**src/rtl/counter_arbiter.sv**
```systemverilog
// Two-requester command arbiter driving an external up/down counter (IDLE -> ISSUE -> SETTLE).
// Define ARB_ROUND_ROBIN_EN for round-robin arbitration; otherwise A has fixed priority over B.
module counter_arbiter #(
    parameter int WIDTH = 5
) (
    input  logic             clk,
    input  logic             rst_n,
    input  logic             a_valid,
    input  logic [1:0]       a_op,
    input  logic [WIDTH-1:0] a_data,
    output logic             a_ready,
    output logic             a_done,
    input  logic             b_valid,
    input  logic [1:0]       b_op,
    input  logic [WIDTH-1:0] b_data,
    output logic             b_ready,
    output logic             b_done,
    output logic [1:0]       status,
    output logic             cnt_load,
    output logic             cnt_up,
    output logic             cnt_down,
    output logic [WIDTH-1:0] cnt_in,
    input  logic             cnt_high,
    input  logic             cnt_low
);

    typedef enum logic [1:0] {IDLE, ISSUE, SETTLE} state_t;

    localparam logic [1:0] OP_NOP  = 2'b00;
    localparam logic [1:0] OP_UP   = 2'b01;
    localparam logic [1:0] OP_DOWN = 2'b10;
    localparam logic [1:0] OP_LOAD = 2'b11;

    state_t           state_q, state_d;
    logic [1:0]       op_q, op_d;
    logic [WIDTH-1:0] data_q, data_d;
    logic             owner_q, owner_d;   // 0 = A, 1 = B
    logic [1:0]       status_q, status_d;
    logic             a_done_q, a_done_d;
    logic             b_done_q, b_done_d;
    logic             idle, issue, gnt_a, gnt_b;
    logic [1:0]       issue_status;

    // Ready is gated by rst_n so nothing is granted while reset is held.
    assign idle  = (state_q == IDLE) && rst_n;
    assign issue = (state_q == ISSUE);

`ifdef ARB_ROUND_ROBIN_EN
    logic ptr_q, ptr_d;   // 0 = A has priority, 1 = B has priority
    assign gnt_a = idle && a_valid && (!b_valid || !ptr_q);
`else
    assign gnt_a = idle && a_valid;
`endif
    assign gnt_b = idle && b_valid && !gnt_a;

    assign a_ready = gnt_a;
    assign b_ready = gnt_b;

    // Counter controls decode only registered command state plus the counter's own flags.
    assign cnt_load = issue && (op_q == OP_LOAD);
    assign cnt_up   = issue && (op_q == OP_UP)   && !cnt_high;
    assign cnt_down = issue && (op_q == OP_DOWN) && !cnt_low;
    assign cnt_in   = cnt_load ? data_q : '0;

    assign a_done = a_done_q;
    assign b_done = b_done_q;
    assign status = status_q;

    always_comb begin
        issue_status = 2'b00;
        case (op_q)
            OP_NOP:  issue_status = 2'b11;
            OP_UP:   issue_status = cnt_high ? 2'b01 : 2'b00;
            OP_DOWN: issue_status = cnt_low  ? 2'b10 : 2'b00;
            default: issue_status = 2'b00;
        endcase
    end

    always_comb begin
        state_d  = state_q;
        op_d     = op_q;
        data_d   = data_q;
        owner_d  = owner_q;
        status_d = 2'b00;
        a_done_d = 1'b0;
        b_done_d = 1'b0;
`ifdef ARB_ROUND_ROBIN_EN
        ptr_d    = ptr_q;
`endif
        case (state_q)
            IDLE: begin
                if (gnt_a || gnt_b) begin
                    state_d = ISSUE;
                    op_d    = gnt_a ? a_op : b_op;
                    data_d  = gnt_a ? a_data : b_data;
                    owner_d = gnt_b;
`ifdef ARB_ROUND_ROBIN_EN
                    ptr_d   = gnt_a;
`endif
                end
            end
            ISSUE: begin
                state_d  = SETTLE;
                status_d = issue_status;
                a_done_d = !owner_q;
                b_done_d = owner_q;
            end
            default: state_d = IDLE;
        endcase
    end

    always_ff @(posedge clk or negedge rst_n) begin
        if (!rst_n) begin
            state_q  <= IDLE;
            op_q     <= OP_NOP;
            data_q   <= '0;
            owner_q  <= 1'b0;
            status_q <= 2'b00;
            a_done_q <= 1'b0;
            b_done_q <= 1'b0;
`ifdef ARB_ROUND_ROBIN_EN
            ptr_q    <= 1'b0;
`endif
        end else begin
            state_q  <= state_d;
            op_q     <= op_d;
            data_q   <= data_d;
            owner_q  <= owner_d;
            status_q <= status_d;
            a_done_q <= a_done_d;
            b_done_q <= b_done_d;
`ifdef ARB_ROUND_ROBIN_EN
            ptr_q    <= ptr_d;
`endif
        end
    end

endmodule

```
**config.mk**
```make
export PLATFORM = sky130hd
export DESIGN_NAME = counter_arbiter
export DESIGN_NICKNAME = d
export VERILOG_FILES = /design/src/rtl/counter_arbiter.sv
export SDC_FILE = /design/constraint.sdc
export NUM_CORES = 1
export LEC_CHECK = 0
export CAP_MARGIN = 20
export CELL_PAD_IN_SITES_DETAIL_PLACEMENT = 1
export CELL_PAD_IN_SITES_GLOBAL_PLACEMENT = 1
export CORE_MARGIN = 2
export CORE_UTILIZATION = 30
export CTS_BUF_LIST = sky130_fd_sc_hd__clkbuf_8 sky130_fd_sc_hd__clkbuf_16
export DETAILED_ROUTE_END_ITERATION = 12
export HOLD_SLACK_MARGIN = 0.05
export PLACE_DENSITY = 0.91
export SYNTH_ARGS = -nofsm -noshare
export SYNTH_HDL_FRONTEND = slang
export SYNTH_SLANG_ARGS = --single-unit
```
**constraint.sdc**
```tcl
create_clock -name clk -period 3.1 [get_ports clk]
set_clock_uncertainty 0.1 [all_clocks]
set_input_delay 0.31 -clock clk [delete_from_list [all_inputs] [get_ports clk]]
set_output_delay 0.31 -clock clk [all_outputs]
set_load 0.01 [all_outputs]
```
---- Word level (Yosys, flattened, before mapping) ----
Index checks and enable logic that the tools add are counted.
word-level totals
  input bits .............................. 20
  logic and storage cells ................. 40
  flip-flop bits (word level) ............. 14
  latch bits .............................. 0
  memory bits (writable) .................. 0
  memories ................................ 0
  ROM bits ................................ 0
  output and inout port bits .............. 14
cells by class
  equal/unequal tests ..................... 5
  bitwise operators ....................... 0
  shift-type cells ........................ 0
  magnitude comparators ................... 0
  $add $sub $neg .......................... 0
  div/mod/pow operators ................... 0
  multiply operators ...................... 0
  muxes and demuxes ....................... 11
  reductions and logical operators ........ 17
operators by type and width
  operator              number
  $mux W5               2
  $logic_and A1 B1 Y1   9
  $mux W2               4
  $pmux W2 S3           1
  $eq A2 B1 Y1 const B  2
  $eq A2 B2 Y1 const B  2
  $logic_not A1 Y1      4
  $logic_not A2 Y1      2
  $pmux W2 S2           1
  $mux W1               3
  $ne A2 B1 Y1 const B  1
  $reduce_and A2 Y1     1
  $logic_or A1 B1 Y1    1

---- Logic depth before layout (Yosys ltp) ----
  depth in word-level cells ............... 8
  mapped depth ............................ 4

---- Worst setup path after synthesis ----
Ideal clock, no wire load.
  path kind ............................... reg2out
  from .................................... reg state_q[1]
  to ...................................... out cnt_in[0]
  cell stages (with the launch flop) ...... 5
  arrival ................................. 1,116 ps
  path slack .............................. 1,574 ps
  data required time ...................... 2,690 ps
  path through ............................ dfrtp_1 nand2b_1 inv_1 and3_1 and2_1
between the ends
  word-level cells in the longest chain between the ends .. 3
RTL lines
  element                 line  source
  start, declared         34    state_t state_q, state_d;
  start signal, assigned  125   state_q <= state_d;
  $eq A2 B1 Y1            46    assign issue = (state_q == ISSUE);
  $logic_and A1 B1 Y1     60    assign cnt_load = issue && (op_q == OP_LOAD);
  named net cnt_load      19    output logic cnt_load,
  $mux W5                 63    assign cnt_in = cnt_load ? data_q : '0;
  end, declared           22    output logic [WIDTH-1:0] cnt_in,
The timed path passes the listed nets, and every way through them passes these cells.

---- Worst setup path after layout ----
  from .................................... reg state_q[1]
  to ...................................... out cnt_in[1]
between the ends
  word-level cells in the longest chain between the ends .. 3
RTL lines
  element              line
  $eq A2 B1 Y1         46
  $logic_and A1 B1 Y1  60
  $mux W5              63
No other way between the ends.

==> flow_metrics.py <==
metrics = {
    "route": {
        "first_pass_iters": 4,
        "via_count": 653,
        "drc_errors": 0,
        "viasPerCell": 4.98,
        "wl_per_cell_um": 15.2,
        "first_iter_violations": 4,
        "wl_um": 1990,
        "drtAntennaViolNets": 0,
    },
    "outcome": {
        "status": "completed",
    },
    "timing": {
        "fin_tns_setup_ns": 0,
        "max_freq_mhz": 413,
        "setup_viol": 0,
        "fin_crit_ns": 2.42,
        "fin_crit_sh_pct": 78.2,
        "worstMarginPinSlew_ns": 0.363,
        "maxSlewViolCount": 0,
        "rsz0062_at_grt": "no",
        "slew_headroom_pct": 75.7,
        "finalWorstSetupSlack_ns": 0.677,
        "finalHoldViolCount": 0,
    },
    "die": {
        "die_h_um": 52.4,
        "die_x_um": 52.4,
        "die-area_mm2": 0.00275,
        "ios": 34,
        "core.rowCount": 17,
        "initial_core_util_pct": 31.8,
        "core_mm2": 0.00221,
    },
    "worst_setup_path": {
        "critical_path.endpoint_type": "primary output",
        "crit_chain": "nand2b_1, inv_1, and3_1, and2_1, clkdlybuf4s50_1",
        "critPathLaunchType": "flop",
        "crit_fanout": 6,
        "r2r_cells": 3,
        "worst_path_largest_cell_delay_ns": 0.54,
        "path_class": "flop to primary output",
        "cp-endpoint": "cnt_in[1]",
        "critPathRequiredTime_ns": 2.69,
        "cp-startpoint": "state_q[1]",
        "worstPathArrival_ns": 2.01,
        "rrSetupSlack_ns": 1.62,
        "r2r_start": "state_q[0]",
        "timing.rr.end": "data_q[4]",
        "critPathSlowestCell": "clkdlybuf4s50_1",
    },
    "logic_synthesis": {
        "synthesis.yosys.warnings": 0,
        "netlist_instances": 70,
        "synth_seq_area_share_pct": 49.8,
        "avgSynthCellArea_um2": 10.0,
        "synth_top_area_cell": "dfrtp_1",
        "syn_nets": 90,
        "synth-seq-cells": 14,
        "yosys.area.top_type_share_pct": 49.8,
        "yosysUniqueCellTypes": 20,
        "netlist_area_um2": 703,
        "yosys-top-cells-area": "dfrtp_1, nor3b_1, and2_1",
    },
    "global_routing": {
        "grtUsageTotal_pct": 17.1,
        "antenna_found_initial": 0,
        "grt_start_max_net_pins": 15,
        "grt_pass1_vias": 757,
        "globalRouteOverflowTotal": 0,
        "grt_pass1_wl_um": 3400,
    },
    "power_and_ir_drop": {
        "power_uw": 527,
        "irDropWorstVdd_mv": 0.205,
        "p_per_area_mw_per_mm2": 479,
        "leakagePower_uw": 0.000458,
    },
    "clock_tree": {
        "cts_buffer_depth": 2,
        "clkSinkCount": 14,
        "cts_tree": "done",
        "cts_setup_buffers": 0,
        "clk_pin_slew_ns": 0.06,
        "htree_levels": 1,
        "cts_resized": 0,
        "clkLatencyLatePin_ns": 0.23,
        "cts-root-buf": "clkbuf_8",
        "cts_hold_buf": 0,
        "numCtsBuffers": 3,
    },
    "place": {
        "dp_hpwl_um": 1560,
        "placed_area_mm2": 0.00106,
        "pre_cts_slack_ns": 0.735,
        "place_congestion": 0.781,
        "portBuffers": 33,
        "place_inst": 128,
    },
    "final_layout": {
        "finalNonFillerCells": 131,
        "final_nets": 125,
        "mostFrequentLayoutCells": "clkdlybuf4s50_1, dfrtp_1, and2_1, nor3b_1",
        "seqCellArea_um2": 350,
        "final_common_cell": "clkdlybuf4s50_1",
        "num-fill-cells": 265,
        "area_growth_pct": 56.4,
        "num_antenna_cells": 0,
        "fin_area_mm2": 0.00110,
        "drive_gt1_share_pct": 5.83,
        "multi_input_area_um2": 324,
    },
    "min_path": {
        "hp-class": "input port to asynchronous set/reset pin",
    },
    "run": {
        "drv_cap": 0,
    },
}
[stage by stage]
step	utilization (%)	hold WS, ns
2_1_floorplan	-	-0.0856
3_3_place_gp	47.9	0.356
3_5_place_dp	47.9	0.357
4_1_cts	49.7	0.189
5_1_grt	49.7	0.197
6_report	49.7	0.184
[worst min path at each step]
stage	endpoint	cells after the start	from	slack, ns
5_1_grt	data_q[2]	1	rst_n	0.20
3_5_place_dp	a_done	1	owner_q	0.36
4_1_cts	data_q[2]	1	rst_n	0.19
3_3_place_gp	a_done	1	owner_q	0.36
2_1_floorplan	a_done	0	rst_n	-0.09
6_report	data_q[2]	1	rst_n	0.18
[cells in the mapped netlist]
master / instances
or3b_1: 1
nor2b_1: 3
dfrtp_1: 14
a22oi_1: 6
nor3_1: 2
and3_1: 1
o21ai_0: 1
and2_1: 8
and4bb_4: 1
a31oi_1: 6
buf_2: 1
and4bb_2: 1
clkbuf_1: 2
nor2_1: 3
nand2_1: 5
inv_1: 3
clkbuf_2: 1
o2bb2ai_1: 2
nor3b_1: 8
nand2b_1: 1
[cells by family (layout without fill, tap and decap cells)]
group / after synthesis / after routing / synth area share, %
and+or+nand+nor: 34 / 34 / 31.1
AOI/OAI and AO/OA: 15 / 15 / 14.9
DFF: 14 / 14 / 49.8
buffers and inverters: 7 / 40 / 4.09
[power by group]
part | internal [uW] | switching, uW
registers | 219 | 30.5
logic | 79.0 | 55.4
clock network | 85.6 | 57.3
total | 384 | 143
[flip-flops by register name (all words and copies together) (netlist names)]
register  flops
state_q       2
a_done        1
owner_q       1
op_q          2
status        2
b_done        1
data_q        5
[worst max-delay path: cells and delay by family, from the launching register on]
| family | cells | cell delay (ns) |
|---|---|---|
| DFF | 1 | 0.41 |
| buffers and inverters | 2 | 0.66 |
| and+or+nand+nor | 3 | 0.72 |
[metal layers]
metal	share of wire, %	vias to the layer above	wire, um	track usage (%)
met4	0	0	0	6.41
met2	47	27	941	27.1
met1	46	309	914	21.7
li1	-	317	-	-
met5	0	-	0	0
met3	6.8	0	135	5.43
[final cells by class]
type	count	share of cell area, %
clock buffer	3	3.75
multi-input combinational	49	29.5
sequential	14	31.9
timing repair buffer	34	30.7
tap	28	3.19
inverter	3	1.02
Power figures use the tool's default switching activity.
